==> src/rtl/fxp_lane_converter.sv <==
// Multi-lane signed fixed-point format converter: rounding/saturation (or widening) in stage 1,
// output register in stage 2, a single global stall enable, and a sticky saturated-lane counter.
module fxp_lane_converter #(
    parameter int NUM_LANES      = 4,
    parameter int from_width     = 26,
    parameter int from_sign_bits = 2,
    parameter int from_int_bits  = 8,
    parameter int width          = 12,
    parameter int sign_bits      = 1,
    parameter int int_bits       = 3,
    parameter int SAT_CNT_W      = 16
) (
    input  logic                            clk,
    input  logic                            reset_n,
    input  logic [1:0]                      round_mode,
    input  logic                            in_valid,
    output logic                            in_ready,
    input  logic [NUM_LANES*from_width-1:0] in_data,
    output logic                            out_valid,
    input  logic                            out_ready,
    output logic [NUM_LANES*width-1:0]      out_data,
    output logic [NUM_LANES-1:0]            out_sat,
    input  logic                            sat_clr,
    output logic [SAT_CNT_W-1:0]            sat_count
);

    localparam int from_frac_bits = from_width - from_sign_bits - from_int_bits;
    localparam int frac_bits      = width - sign_bits - int_bits;
    localparam int d_shift        = from_frac_bits - frac_bits;
    localparam int pad_w          = (d_shift < 0) ? -d_shift : 0;
    localparam int w_a            = from_width + pad_w + 1;
    localparam int w_b            = int_bits + frac_bits + 2;
    // Working width covers the zero-padded input, the +1 rounding carry and both saturation limits.
    localparam int w_r            = ((w_a > w_b) ? w_a : w_b) + 1;
    localparam int pop_w          = $clog2(NUM_LANES + 1);

    localparam logic signed [w_r-1:0] pos_lim = (w_r'(1) << (int_bits + frac_bits)) - w_r'(1);
    localparam logic signed [w_r-1:0] neg_lim = ~pos_lim;
    localparam logic [width-1:0] max_pos = {{sign_bits{1'b0}}, {(width - sign_bits){1'b1}}};
    localparam logic [width-1:0] max_neg = ~max_pos;

    logic                          en;
    logic [NUM_LANES*width-1:0]    conv_data;
    logic [NUM_LANES-1:0]          conv_sat;
    logic                          s1_valid;
    logic [NUM_LANES*width-1:0]    s1_data;
    logic [NUM_LANES-1:0]          s1_sat;
    logic [pop_w-1:0]              pop;
    logic [SAT_CNT_W:0]            sat_sum;

    // Handshake: a beat moves on a rising edge when valid && ready; both pipeline stages advance
    // together only when the output register is empty or being drained (no bubble collapsing).
    assign en       = !out_valid || out_ready;
    assign in_ready = en;

    for (genvar i = 0; i < NUM_LANES; i++) begin : g_lane
        logic signed [from_width-1:0]     lane_in;
        logic signed [w_r-1:0]            ext;
        logic signed [w_r-1:0]            r;
        logic [from_sign_bits-1:0]        top;
        logic                             exc;
        logic [width-1:0]                 lane_data;
        logic                             lane_sat;

        assign lane_in = in_data[i*from_width +: from_width];
        assign ext     = {{(w_r - from_width){lane_in[from_width-1]}}, lane_in};
        assign top     = lane_in[from_width-1 -: from_sign_bits];
        assign exc     = (top != '0) && (top != '1);

        if (d_shift > 0) begin : g_narrow
            localparam logic [w_r-1:0] s_mask = (w_r'(1) << (d_shift - 1)) - w_r'(1);
            logic signed [w_r-1:0] x;
            logic                  g;
            logic                  s;
            logic                  inc;

            assign x = ext >>> d_shift;
            assign g = ext[d_shift-1];
            assign s = |(ext & s_mask);

            always_comb begin
                inc = 1'b0;
                case (round_mode)
                    2'd1:    inc = g;
                    2'd2:    inc = g & (s | x[0]);
                    default: inc = 1'b0;
                endcase
            end

            assign r = x + w_r'(inc);
        end else begin : g_widen
            assign r = ext <<< pad_w;
        end

        always_comb begin
            lane_data = r[width-1:0];
            lane_sat  = 1'b0;
            if (exc) begin
                lane_data = max_pos;
                lane_sat  = 1'b1;
            end else if (r > pos_lim) begin
                lane_data = max_pos;
                lane_sat  = 1'b1;
            end else if (r < neg_lim) begin
                lane_data = max_neg;
                lane_sat  = 1'b1;
            end
        end

        assign conv_data[i*width +: width] = lane_data;
        assign conv_sat[i]                 = lane_sat;
    end

    always_ff @(posedge clk or negedge reset_n) begin
        if (!reset_n) begin
            s1_valid  <= 1'b0;
            s1_data   <= '0;
            s1_sat    <= '0;
            out_valid <= 1'b0;
            out_data  <= '0;
            out_sat   <= '0;
        end else if (en) begin
            s1_valid  <= in_valid;
            out_valid <= s1_valid;
            if (in_valid) begin
                s1_data <= conv_data;
                s1_sat  <= conv_sat;
            end
            if (s1_valid) begin
                out_data <= s1_data;
                out_sat  <= s1_sat;
            end
        end
    end

    always_comb begin
        pop = '0;
        for (int i = 0; i < NUM_LANES; i++) begin
            pop = pop + pop_w'(out_sat[i]);
        end
        sat_sum = {1'b0, sat_count} + (SAT_CNT_W + 1)'(pop);
    end

    // Clear wins over a coincident delivery; otherwise the count sticks at all-ones.
    always_ff @(posedge clk or negedge reset_n) begin
        if (!reset_n) begin
            sat_count <= '0;
        end else if (sat_clr) begin
            sat_count <= '0;
        end else if (out_valid && out_ready) begin
            sat_count <= sat_sum[SAT_CNT_W] ? '1 : sat_sum[SAT_CNT_W-1:0];
        end
    end

endmodule

==> config.mk <==
export PLATFORM = sky130hd
export DESIGN_NAME = fxp_lane_converter
export DESIGN_NICKNAME = d
export VERILOG_FILES = /design/src/rtl/fxp_lane_converter.sv
export SDC_FILE = /design/constraint.sdc
export NUM_CORES = 1
export LEC_CHECK = 0
export ABC_AREA = 0
export BUFFER_PORTS_ARGS = -buffer_cell sky130_fd_sc_hd__buf_2
export CORE_MARGIN = 8
export CORE_UTILIZATION = 40
export DETAILED_ROUTE_END_ITERATION = 8
export GPL_ROUTABILITY_DRIVEN = 0
export HOLD_SLACK_MARGIN = 0.15
export PLACE_DENSITY = 0.68
export SETUP_SLACK_MARGIN = 0.2
export SYNTH_ARGS = -nofsm -noshare
export SYNTH_HDL_FRONTEND = slang
export SYNTH_SLANG_ARGS = --single-unit
==> constraint.sdc <==
create_clock -name clk -period 7.3 [get_ports clk]
set_input_delay 1.46 -clock clk [delete_from_list [all_inputs] [get_ports clk]]
set_output_delay 1.46 -clock clk [all_outputs]
set_load 0.005 [all_outputs]
Word level (Yosys, flattened, before mapping)
Cells that the tools add are included.
{ "word_totals": {"regBits": 122, "in_bits": 111, "out_inout_bits": 70, "word_cells": 86} }
{ "classes": {"add_sub_neg": 8, "order_cmp": 8, "eq_ne": 6, "muxes": 31, "n_bitwise": 8, "n_reduce_logical": 18} }
{ "op_table": {"columns": ["operator", "count"], "rows": [
  ["2-to-1 mux 12 bit", 12],
  ["adder 18 x 2 -> 19 bit", 4],
  ["greater-than comparator 19 x 12 -> 1 bit, second input constant", 4],
  ["< comparator 19 x 12 -> 1 bit, second input constant", 4],
  ["2-to-1 mux 16 bit", 3],
  ["OR reduction 7 bit", 4],
  ["adder 16 x 3 -> 17 bit", 1],
  ["2-to-1 mux 1 bit", 12],
  ["nonzero test 2 bit", 5],
  ["inequality test 2 bit, second input constant", 4],
  ["case mux 1 bit (2 select lines)", 4],
  ["logical AND 1 bit", 5],
  ["AND 1 bit", 4],
  ["OR 1 bit", 4],
  ["AND reduction 2 bit", 2],
  ["adder 2 x 1 -> 3 bit", 1],
  ["adder 3 x 1 -> 3 bit", 1],
  ["adder 1 x 1 -> 2 bit", 1],
  ["equality test 2 x 1 -> 1 bit, second input constant", 1],
  ["equality test 2 bit, second input constant", 1],
  ["logical NOT 1 bit", 1],
  ["logical OR 1 bit", 1]
]} }

Longest topological paths before layout
Gate-level depths: netlist of the first run.
{ "depth": {"depth_word": 9, "ltp_mapped": 14, "ltp_nobuf": 12} }

Worst setup path before layout of the first run
OpenSTA, ideal clock, no wires.
{ "synth_path": {"kind": "input to register", "start": "in round_mode[0]", "end": "reg s1_data[22]", "setup_ns": 0.096, "arrival_ns": 4.063, "required_time_ns": 7.204, "path_slack_ns": 3.141, "stages": 12, "path_buffers": 2, "cell_sequence": "inv_1 > ha_1 > nor3b_1 > ha_1 > and4_1 > buf_2 > nor3b_1 > mux2_4 > a2111o_1 > nor2b_1 > buf_6 > a311oi_2"} }
{ "synth_via": {"elab_chain_len": 7} }
{ "synth_lines": {"columns": ["element", "line_no", "rtl"], "rows": [
  ["from (decl)", "15", "input logic [1:0] round_mode,"],
  ["equality test 2 bit or equality test 2 x 1 -> 1 bit (tied branches)", "83", "case (round_mode)"],
  ["case mux 1 bit (2 select lines) *", "83", null],
  ["adder 18 x 2 -> 19 bit *", "90", "assign r = x + w_r'(inc);"],
  ["< comparator 19 x 12 -> 1 bit", "104", "end else if (r < neg_lim) begin"],
  ["2-to-1 mux 12 bit", "104", null],
  ["2-to-1 mux 12 bit *", "101", "end else if (r > pos_lim) begin"],
  ["2-to-1 mux 12 bit *", "98", "if (exc) begin"],
  ["to (signal assigned)", "126", "s1_data <= conv_data;"],
  ["to (decl)", "46", "logic [NUM_LANES*width-1:0] s1_data;"]
]} }
Mark *: on every way between the ends. The rest lies on a longest branch, timed or not.
A chain may end at the register's enable or synchronous reset.

Final worst setup path of the first run
{ "layout_path": {"start": "in round_mode[0]", "end": "reg s1_data[5]"} }
Same word-level chain as after synthesis.

==> impl_metrics.json, run 1 <==
{
  "status": "finished clean",
  "track_usage": 0.1796,
  "clk_latency_ns": 0.41,
  "r2r_cells": 10,
  "synth_edf_count": 0,
  "finalSetupViolations": 0,
  "postLayoutCellArea_um2": 8897,
  "place_hpwl_um": 15180,
  "netSwitchingFraction": 0.2658,
  "io_pins": 181,
  "rsz0062_at_grt": "false",
  "setup_slack_ns": 2.603,
  "path_buf_inv": 2,
  "async_flop_share": 1.000,
  "startpoint": "round_mode[0]",
  "synth_top_cell_by_area": "dfrtp_1",
  "antenna_found_initial": 0,
  "fillers": 1648,
  "power_switching_w": 0.0005989,
  "grt_overflow": 0,
  "hold_path.class": "reg -> reg",
  "cts_setup_buffers": 0,
  "arrival_ns": 4.99,
  "core_um2": 17840,
  "yosys_warnings": 0,
  "fin_setup_tns_ns": 0,
  "reg2reg_slack_ns": 3.99,
  "std_cell_rows": 49,
  "drc": 0,
  "endpoint": "s1_data[5]",
  "syn_inst": 712,
  "path_clk_slew_ns": 0.05,
  "power.internal_w": 0.001654,
  "critical_path.max_stage_delay_ns": 0.74,
  "clock.fmax_mhz": 212.9,
  "multi_input_area_um2": 3948,
  "skew_ns": 0.006231,
  "final_layout_size_suffix_gt1_frac": 0.3386,
  "diodes": 0,
  "cp_max_fo": 14,
  "initial_core_util": 0.4044,
  "dr.first_iter.drc_count": 284,
  "die_h_um": 150.3,
  "cts_tree": "built",
  "pre_cts_ws_ns": 2.216,
  "hold_violations": 0,
  "fin_crit_ns": 4.697,
  "vias": 6289,
  "grt_pass1_wl_um": 32350,
  "pwr-share-comb": 0.211,
  "area_delta_synth_final_pct": 23.30,
  "viasPerCell": 5.610,
  "die-area_um2": 22590,
  "crit_chain": "buf_2, inv_1, ha_1, nor3b_1, ha_1, ha_1, nand4_1, nor4_2, nand4_1, xnor2_1, a22oi_1, o22a_1",
  "worst_path_max_delay_cell": "xnor2_1",
  "synth_area_per_cell_um2": 10.13,
  "syn-num-nets": 841,
  "worst_hold_slack_ns": 0.4864,
  "synth_area_leaders": "dfrtp_1 (42%), mux2_2 (8.3%), xnor2_1 (3.4%)",
  "crit_family": "simple AND/OR/NAND/NOR gates",
  "tightest_slew_ns": 0.9639,
  "ys_types": 81,
  "placed_cell_area_um2": 8280,
  "firstDrtPassIters": 5,
  "powerDensity_nw_per_um2": 253.2,
  "cpMostUsedCell": "ha_1",
  "leakage_nw": 3.580,
  "ys_ff_latch": 122,
  "ant_nets": 0,
  "path_depth": 12,
  "clk_path_buf_depth": 2,
  "slew_headroom": 0.3574,
  "fin_util": 0.4987,
  "cts.sink_count": 122,
  "cts_max_level": 4,
  "required_ns": 7.59,
  "numCtsBuffers": 17,
  "reg2reg_to": "sat_count[9]",
  "nets": 1010,
  "ys_dominant_reg_cell": "dfrtp_1",
  "first_global_vias": 6304,
  "routed_wl_um": 19850,
  "ys_seq_area_frac": 0.4231,
  "seq_area_um2": 3053,
  "crit_type": "in -> reg",
  "place.port_buffers": 180,
  "synth_top_area_share": 0.4231,
  "die_x_um": 150.3,
  "cts_root_buf": "clkbuf_16",
  "syn_area_um2": 7216,
  "wl_per_cell_um": 17.70,
  "start_kind": "input port",
  "cap_violations": 0,
  "cts_resized": 0,
  "endpoint_kind": "register",
  "drv_slew": 0,
  "ir_drop_v": 0.0001957,
  "post-route-period-util": 0.6435,
  "grt_max_degree": 71,
  "cts_hold_buffers": 0,
  "timing.rr.start": "out_sat[1]",
  "power_frac_seq": 0.399,
  "clkPwrFrac": 0.389
}
cells by family (layout without fill, tap and decap cells):
kind of cell,Yosys count,after routing,share of synthesized area
compound gates,167,167,0.1743
xor+xnor,43,43,0.05219
fa+ha+maj,18,18,0.03433
buf+inv,50,230,0.03035
flops,122,122,0.4231
mux,59,59,0.09173
simple gates,253,253,0.1940
cell type report:
| class | count | share of cell area |
|---|---|---|
| well taps | 229 | 0.03220 |
| clock inverters | 8 | 0.01603 |
| inverters | 16 | 0.006750 |
| repair buffers | 184 | 0.1049 |
| multi-input cells | 540 | 0.4437 |
| flip-flops and latches | 122 | 0.3431 |
| clock buffers | 22 | 0.05330 |
sequential cells by signal, summed over array words and instances, names as in the netlist:
register and flops:
out_data 48, s1_data 48, sat_count 16, out_sat 4
s1_sat 4, out_valid 1, s1_valid 1
synth_stat cells (5+ instances only):
master	number
a31oi_1	18
and4_1	10
a311oi_1	7
nand4_1	21
clkbuf_1	19
o21ai_0	27
nor2_1	64
buf_1	5
nor3b_1	8
nor3_1	13
xnor2_1	28
mux2i_1	5
a21oi_1	31
nand2_1	40
xor2_1	15
dfrtp_1	122
nand3_1	27
o22a_1	12
nand2b_1	6
nand4b_1	7
ha_1	15
and2_1	6
buf_2	6
a311oi_2	11
inv_1	16
a211oi_1	13
mux2_2	53
nor4_1	15
and3_1	9
power groups by stage:
stage	sequential, W	combinational [W]	clock (W)
final	0.000900	0.000476	0.000877
after global placement	0.000911	0.000476	0
after floorplan	0.000900	0.000257	0
after CTS	0.000903	0.000487	0.000896
after global routing	0.000921	0.000532	0.000929
after detailed placement	0.000913	0.000486	0
routing by layer:
metal | share of wire | GRT usage | vias up
li1 | - | - | 3039
met2 | 0.48 | 0.2928 | 193
met1 | 0.44 | 0.2260 | 3033
met5 | 0 | 0 | -
met4 | 0.015 | 0.05997 | 0
met3 | 0.064 | 0.04869 | 24
layout by cell type (no fill, tap or decap), types with 4 or more instances in the layout:
cell / n
o22a_1: 12
bufinv_16: 4
a21oi_1: 31
xor2_1: 15
a311oi_2: 11
nand2_1: 39
buf_2: 179
a22oi_1: 4
a31oi_1: 18
nor3b_1: 8
nor4_1: 15
a311oi_1: 7
nand4_1: 21
and3_1: 9
a211oi_1: 13
and2_1: 6
o21ai_0: 27
nor2_1: 64
xnor2_1: 28
nand3_1: 27
dfrtp_1: 122
inv_1: 16
mux2_2: 53
clkbuf_16: 17
buf_4: 5
nand4b_1: 7
and4_1: 10
nor3_1: 13
ha_1: 15
mux2i_1: 5
nand2b_1: 6
or3_1: 4
worst register-to-register path, delay by kind of cell (launching register included):
family / cells / cell delay (ns)
AND/OR/NAND/NOR: 5 / 1.40
flip-flops: 1 / 0.44
buffers and inverters: 1 / 0.06
AO/OA/AOI/OAI: 1 / 0.23
adder cells (fa/ha/maj): 3 / 1.12
through the flow:
stage | power [W] | instances
after CTS | 0.002287 | 1121
final | 0.002253 | 1121
after floorplan | 0.001157 | 712
after global routing | 0.002382 | 1121
after detailed placement | 0.001399 | 1091
after global placement | 0.001386 | 1091
worst min path at each step:
stage / from / end / cells after the start
after floorplan: s1_valid / out_valid / 2
final: s1_data[23] / s1_data[23] / 2
after CTS: s1_data[23] / s1_data[23] / 2
after detailed placement: s1_data[23] / s1_data[23] / 2
after global placement: s1_valid / out_valid / 2
after global routing: s1_data[23] / s1_data[23] / 2
(Power assumes the default switching activity.)
==> inputs of run 2 (changes only) <==
--- a/config.mk
+++ b/config.mk
@@ -12,7 +12,7 @@
 export DETAILED_ROUTE_END_ITERATION = 8
 export GPL_ROUTABILITY_DRIVEN = 0
 export HOLD_SLACK_MARGIN = 0.15
-export PLACE_DENSITY = 0.68
+export PLACE_DENSITY = 0.7
 export SETUP_SLACK_MARGIN = 0.2
 export SYNTH_ARGS = -nofsm -noshare
 export SYNTH_HDL_FRONTEND = slang
==> constraint.sdc (replaced) <==
create_clock -name clk -period 3.9 [get_ports clk]
set_input_delay 0.78 -clock clk [delete_from_list [all_inputs] [get_ports clk]]
set_output_delay 0.78 -clock clk [all_outputs]
set_load 0.005 [all_outputs]
==> run 2 against run 1 <==
  * Core utilization is 1.2 points higher
  * Critical path depth rose by 3
  * Register-to-register slack got worse by 3.2 ns
==> impl_metrics.json, run 2 (synthesis results as in run 1) <==
{
  "nets": 1030,
  "rsz0062_at_grt": "false",
  "drc": 0,
  "final_layout_size_suffix_gt1_frac": 0.3542,
  "timing.rr.start": "out_sat[0]",
  "viasPerCell": 5.578,
  "firstDrtPassIters": 5,
  "arrival_ns": 3.80,
  "endpoint_kind": "register",
  "final_common_cell": "buf_2",
  "clk_latency_ns": 0.41,
  "track_usage": 0.1799,
  "diodes": 0,
  "post-route-period-util": 0.8980,
  "status": "finished clean",
  "place_hpwl_um": 15460,
  "clock.fmax_mhz": 285.5,
  "fillers": 1660,
  "initial_core_util": 0.4044,
  "place.port_buffers": 180,
  "reg2reg_to": "sat_count[13]",
  "setup_slack_ns": 0.3979,
  "crit_family": "compound AO/OA/AOI/OAI gates",
  "cts_resized": 0,
  "tightest_slew_ns": 0.7769,
  "layout_common_cells": "buf_2 (179), dfrtp_1 (122), nor2_1 (64), mux2_2 (53), nand2_1 (39)",
  "cts_root_buf": "clkbuf_16",
  "std_cell_rows": 49,
  "required_ns": 4.20,
  "finalSetupViolations": 0,
  "ant_nets": 0,
  "slew_headroom": 0.4801,
  "antenna_found_initial": 0,
  "die_h_um": 150.3,
  "cts_tree": "built",
  "pre_cts_ws_ns": 0.01792,
  "hold_path.class": "in -> async",
  "grt_overflow": 0,
  "leakage_nw": 3.709,
  "place_inst": 1111,
  "start_kind": "input port",
  "core_um2": 17840,
  "fin_crit_ns": 3.502,
  "path_clk_slew_ns": 0.05,
  "grt_max_degree": 68,
  "cpMostUsedCell": "buf_4",
  "drv_slew": 0,
  "die-area_um2": 22590,
  "hold_violations": 0,
  "cts_max_level": 4,
  "crit_type": "in -> reg",
  "skew_ns": 0.006732,
  "r2r_cells": 11,
  "die_x_um": 150.3,
  "largest_registers": "out_data x48, s1_data x48, sat_count x16",
  "area_delta_synth_final_pct": 26.18,
  "dr.first_iter.drc_count": 250,
  "wl_per_cell_um": 17.78,
  "worst_hold_slack_ns": 0.4385,
  "grt_pass1_wl_um": 32500,
  "cp_max_fo": 8,
  "instances_no_fill": 1141,
  "vias": 6365,
  "worst_path_max_delay_cell": "o31ai_1",
  "cts.sink_count": 122,
  "reg2reg_slack_ns": 0.79,
  "clk_path_buf_depth": 2,
  "cts_hold_buffers": 0,
  "numCtsBuffers": 17,
  "fin_setup_tns_ns": 0,
  "powerDensity_nw_per_um2": 476.2,
  "cap_violations": 0,
  "ir_drop_v": 0.0003157,
  "io_pins": 181,
  "routed_wl_um": 20290,
  "cts_setup_buffers": 0,
  "path_buf_inv": 4,
  "crit_chain": "buf_2, nor4_1, buf_4, nand2_1, a21oi_1, nor3b_1, buf_4, ha_1, and4_1, buf_4, and4_4, and4b_1, o31ai_1, o21bai_2, a311oi_1",
  "critical_path.max_stage_delay_ns": 0.42,
  "first_global_vias": 6401
}
## run 2: cell count changes in the layout (fill, tap and decap cells not counted)
cell	delta
clkbuf_1	-1
bufinv_16	+1
clkbuf_8	+1
clkinvlp_4	-1
buf_12	+2
buf_4	+18
## run 2: worst max-delay path by stage
| stage | from | to | slack [ns] | cells past startpoint |
|---|---|---|---|---|
| floorplan | round_mode[0] | s1_data[22] | 0.42 | 12 |
| global placement | in_data[31] | s1_sat[1] | 0.14 | 15 |
| detailed placement | in_data[31] | s1_data[18] | 0.02 | 15 |
| CTS | in_data[31] | s1_data[18] | 0.41 | 15 |
| global route | in_data[31] | s1_data[18] | 0.22 | 15 |
| finish | in_data[31] | s1_data[18] | 0.40 | 15 |
## run 2: stage by stage
step / instance area, um2 / power [W] / utilization
4_1_cts: 9105 / 0.004406 / 0.5103
2_1_floorplan: 7216 / 0.002165 / -
5_1_grt: 9105 / 0.004574 / 0.5103
3_3_place_gp: 8456 / 0.002610 / 0.4739
3_5_place_dp: 8456 / 0.002643 / 0.4739
6_report: 9105 / 0.004336 / 0.5103
## run 2: layout make-up
type | count | area (um2) | share of cell area
clock buffers | 22 | 484.2 | 0.05318
clock inverters | 8 | 165.2 | 0.01814
inverters | 16 | 60.06 | 0.006596
multi-input cells | 540 | 3948 | 0.4336
flip-flops and latches | 122 | 3053 | 0.3353
well taps | 229 | 286.5 | 0.03147
repair buffers | 204 | 1109 | 0.1218
## run 2: layer usage
metal / global-route usage / wire length (um) / vias to the layer above / part of all wire
li1: - / - / 3074 / -
met1: 0.2287 / 9133 / 3076 / 0.45
met2: 0.2978 / 9721 / 184 / 0.48
met3: 0.03877 / 1058 / 31 / 0.052
met4: 0.06047 / 377 / 0 / 0.019
met5: 0 / 0 / - / 0
## run 2: where the power goes
part           internal (W)  leakage (nW)  switching (W)
combinational      0.000471          2.06       0.000443
clock               0.00119         0.322       0.000542
sequential          0.00153          1.33       0.000158
total               0.00319          3.71        0.00114
==> inputs of run 3 (changes only) <==
--- a/config.mk
+++ b/config.mk
@@ -5,7 +5,7 @@
 export SDC_FILE = /design/constraint.sdc
 export NUM_CORES = 1
 export LEC_CHECK = 0
-export ABC_AREA = 0
+export ABC_AREA = 1
 export BUFFER_PORTS_ARGS = -buffer_cell sky130_fd_sc_hd__buf_2
 export CORE_MARGIN = 8
 export CORE_UTILIZATION = 40
==> run 3 against run 2 <==
  * Die area rose by 6.6%
  * Setup slack better by 0.17 ns
  * First-iteration DRC count increased by 2.8%
  * Critical endpoint is now sat_count[4]
  * Maximum frequency up 5.0%
  * Largest cell class unchanged
  * Worst hold slack got worse by 0.034 ns
  * Cell area up 5.2%
  * Critical path depth shrank 4
  * Via count rose by 9.7%
  * Clock-buffer cell count did not move
  * Highest routed layer unchanged
  * Sequential power decreased by 2%
  * Clock power hardly changed
==> impl_metrics.json, run 3 <==
{
  "ys_seq_area_frac": 0.3937,
  "first_global_vias": 6999,
  "worst_path_max_delay_cell": "fa_1",
  "die-area_um2": 24090,
  "powerDensity_nw_per_um2": 444.6,
  "clock.fmax_mhz": 299.9,
  "core_um2": 19270,
  "synth_area_per_cell_um2": 7.761,
  "rsz0062_at_grt": "false",
  "area_delta_synth_final_pct": 23.58,
  "arrival_ns": 3.65,
  "syn-num-nets": 1128,
  "grt_max_degree": 53,
  "firstDrtPassIters": 5,
  "placed_cell_area_um2": 8915,
  "start_kind": "register",
  "io_pins": 181,
  "clk_path_buf_depth": 2,
  "diodes": 0,
  "pre_cts_ws_ns": 0.02369,
  "synth_top_area_share": 0.3937,
  "final_layout_size_suffix_gt1_frac": 0.2736,
  "slew_headroom": 0.3911,
  "endpoint_kind": "register",
  "final_common_cell": "nand2_1",
  "finalSetupViolations": 0,
  "cts_max_level": 4,
  "async_flop_share": 1.000,
  "cts_tree": "built",
  "fin_crit_ns": 3.334,
  "crit_type": "reg -> reg",
  "std_cell_rows": 51,
  "ys_ff_latch": 122,
  "required_ns": 4.21,
  "track_usage": 0.1678,
  "drc": 0,
  "numCtsBuffers": 17,
  "post-synth-top-count-cell": "nand2_1",
  "critical_path.max_stage_delay_ns": 0.57,
  "drv_slew": 0,
  "synth_area_leaders": "dfrtp_1 (39%), nand2_1 (10%), nor2_1 (9.8%)",
  "crit_chain": "fa_1, fa_1, inv_1, fa_1, nor3_1, nand3_1, nor2_2, nand3_1, inv_1, o21ai_0, o21ai_0",
  "postLayoutCellArea_um2": 9582,
  "routed_wl_um": 19680,
  "cts.sink_count": 122,
  "cpMostUsedCell": "fa_1",
  "cts_root_buf": "clkbuf_16",
  "ir_drop_v": 0.0002035,
  "ys_dominant_reg_cell": "dfrtp_1",
  "tightest_slew_ns": 0.9100,
  "setup_slack_ns": 0.5661,
  "path_buf_inv": 2,
  "ys_types": 39,
  "syn_area_um2": 7754,
  "path_clk_slew_ns": 0.06,
  "hold_violations": 0,
  "status": "finished clean",
  "antenna_found_initial": 0,
  "viasPerCell": 4.781,
  "path_depth": 11,
  "initial_core_util": 0.4024,
  "cap_violations": 0,
  "die_x_um": 155.2,
  "cp_max_fo": 13,
  "synth_edf_count": 0,
  "skew_ns": 0.008294,
  "die_h_um": 155.2,
  "layout_common_cells": "nand2_1 (210), nor2_1 (203), buf_2 (179), dfrtp_1 (122), inv_1 (83)",
  "dr.first_iter.drc_count": 257,
  "place.port_buffers": 180,
  "grt_pass1_wl_um": 33120,
  "place_hpwl_um": 15670,
  "clk_latency_ns": 0.42,
  "post-route-period-util": 0.8549,
  "vias": 6980,
  "hold_path.class": "in -> async",
  "syn_inst": 999,
  "wl_per_cell_um": 13.48,
  "yosys-top-cells-count": "nand2_1 (211), nor2_1 (203), dfrtp_1 (122), inv_1 (83), mux2_2 (48)",
  "synth_top_cell_by_area": "dfrtp_1",
  "grt_overflow": 0,
  "largest_registers": "out_data x48, s1_data x48, sat_count x16",
  "ant_nets": 0,
  "fillers": 1876,
  "leakage_nw": 4.345,
  "fin_setup_tns_ns": 0,
  "nets": 1311,
  "startpoint": "out_sat[0]",
  "place_inst": 1428,
  "crit_family": "adder cells",
  "yosys_warnings": 0,
  "timing.rr.start": "out_sat[0]",
  "instances_no_fill": 1460,
  "r2r_cells": 11
}
[run 3: cell count changes after synthesis, sizes merged, moves of 21 or more]
cell and delta:
inv +70, nor2 +163, nand2 +178, xor2 +23, nand3 +21
[run 3: stage by stage]
step	utilization	hold WS [ns]	total power (W)
after floorplan	-	0.4450	0.002147
after global routing	0.4972	0.4573	0.004500
after global placement	0.4626	0.4672	0.002554
after CTS	0.4967	0.4237	0.004320
final	0.4972	0.4048	0.004260
after detailed placement	0.4626	0.4708	0.002585
[run 3: layout make-up]
cell class	count	area, um2	area share
Inverter	90	337.8	0.03526
Clock buffer	22	494.2	0.05158
Timing Repair Buffer	190	991.0	0.1034
Multi-Input combinational cell	761	4212	0.4395
Tap cell	265	331.6	0.03460
Clock inverter	10	162.7	0.01698
Sequential cell	122	3053	0.3186
[run 3: logic make-up after synthesis]
kind of cell | after synthesis | share of synthesized area
and+or+nand+nor | 544 | 0.3066
DFF | 122 | 0.3937
buffers and inverters | 116 | 0.06471
AOI/OAI and AO/OA | 96 | 0.07116
muxes | 48 | 0.06971
xor gates and xnor gates | 55 | 0.06213
adders and majority gates | 18 | 0.03195
[run 3: path summary, 6_finish.rpt]
check,end,slack (ns)
min in group clk,s1_data[23],0.48
min,s1_data[44],0.40
max reg2reg,sat_count[4],0.57
max in group asynchronous,out_data[23],2.69
min reg2reg,s1_data[23],0.48
max,sat_count[4],0.57
[run 3: power by group]
part	total, W	internal, W	switching, W	leakage, nW
registers	0.00165	0.00151	0.000143	1.31
logic	0.000900	0.000434	0.000465	2.72
clock network	0.00171	0.00115	0.000558	0.318
[run 3: worst reg2reg max path, delay by kind of cell, from the launching register on]
| family | cells | cell delay [ns] |
|---|---|---|
| buf+inv | 2 | 0.37 |
| flops | 1 | 0.44 |
| fa+ha+maj | 3 | 1.17 |
| simple gates | 4 | 0.96 |
| compound gates | 2 | 0.29 |
[run 3: metal layers]
| metal | vias up | global-route usage | share of wire |
|---|---|---|---|
| li1 | 3579 | - | - |
| met1 | 3198 | 0.2045 | 0.44 |
| met2 | 176 | 0.2835 | 0.48 |
| met3 | 27 | 0.03800 | 0.057 |
| met4 | 0 | 0.06608 | 0.019 |
| met5 | - | 0 | 0 |
[run 3: what timing repair did]
| item | CTS | global route |
|---|---|---|
| hold buffers | 0 | 0 |
| gates resized for setup | 0 | 2 |
| endpoints found under the setup margin | 0 | 22 |
| buffers inserted | 0 | 0 |
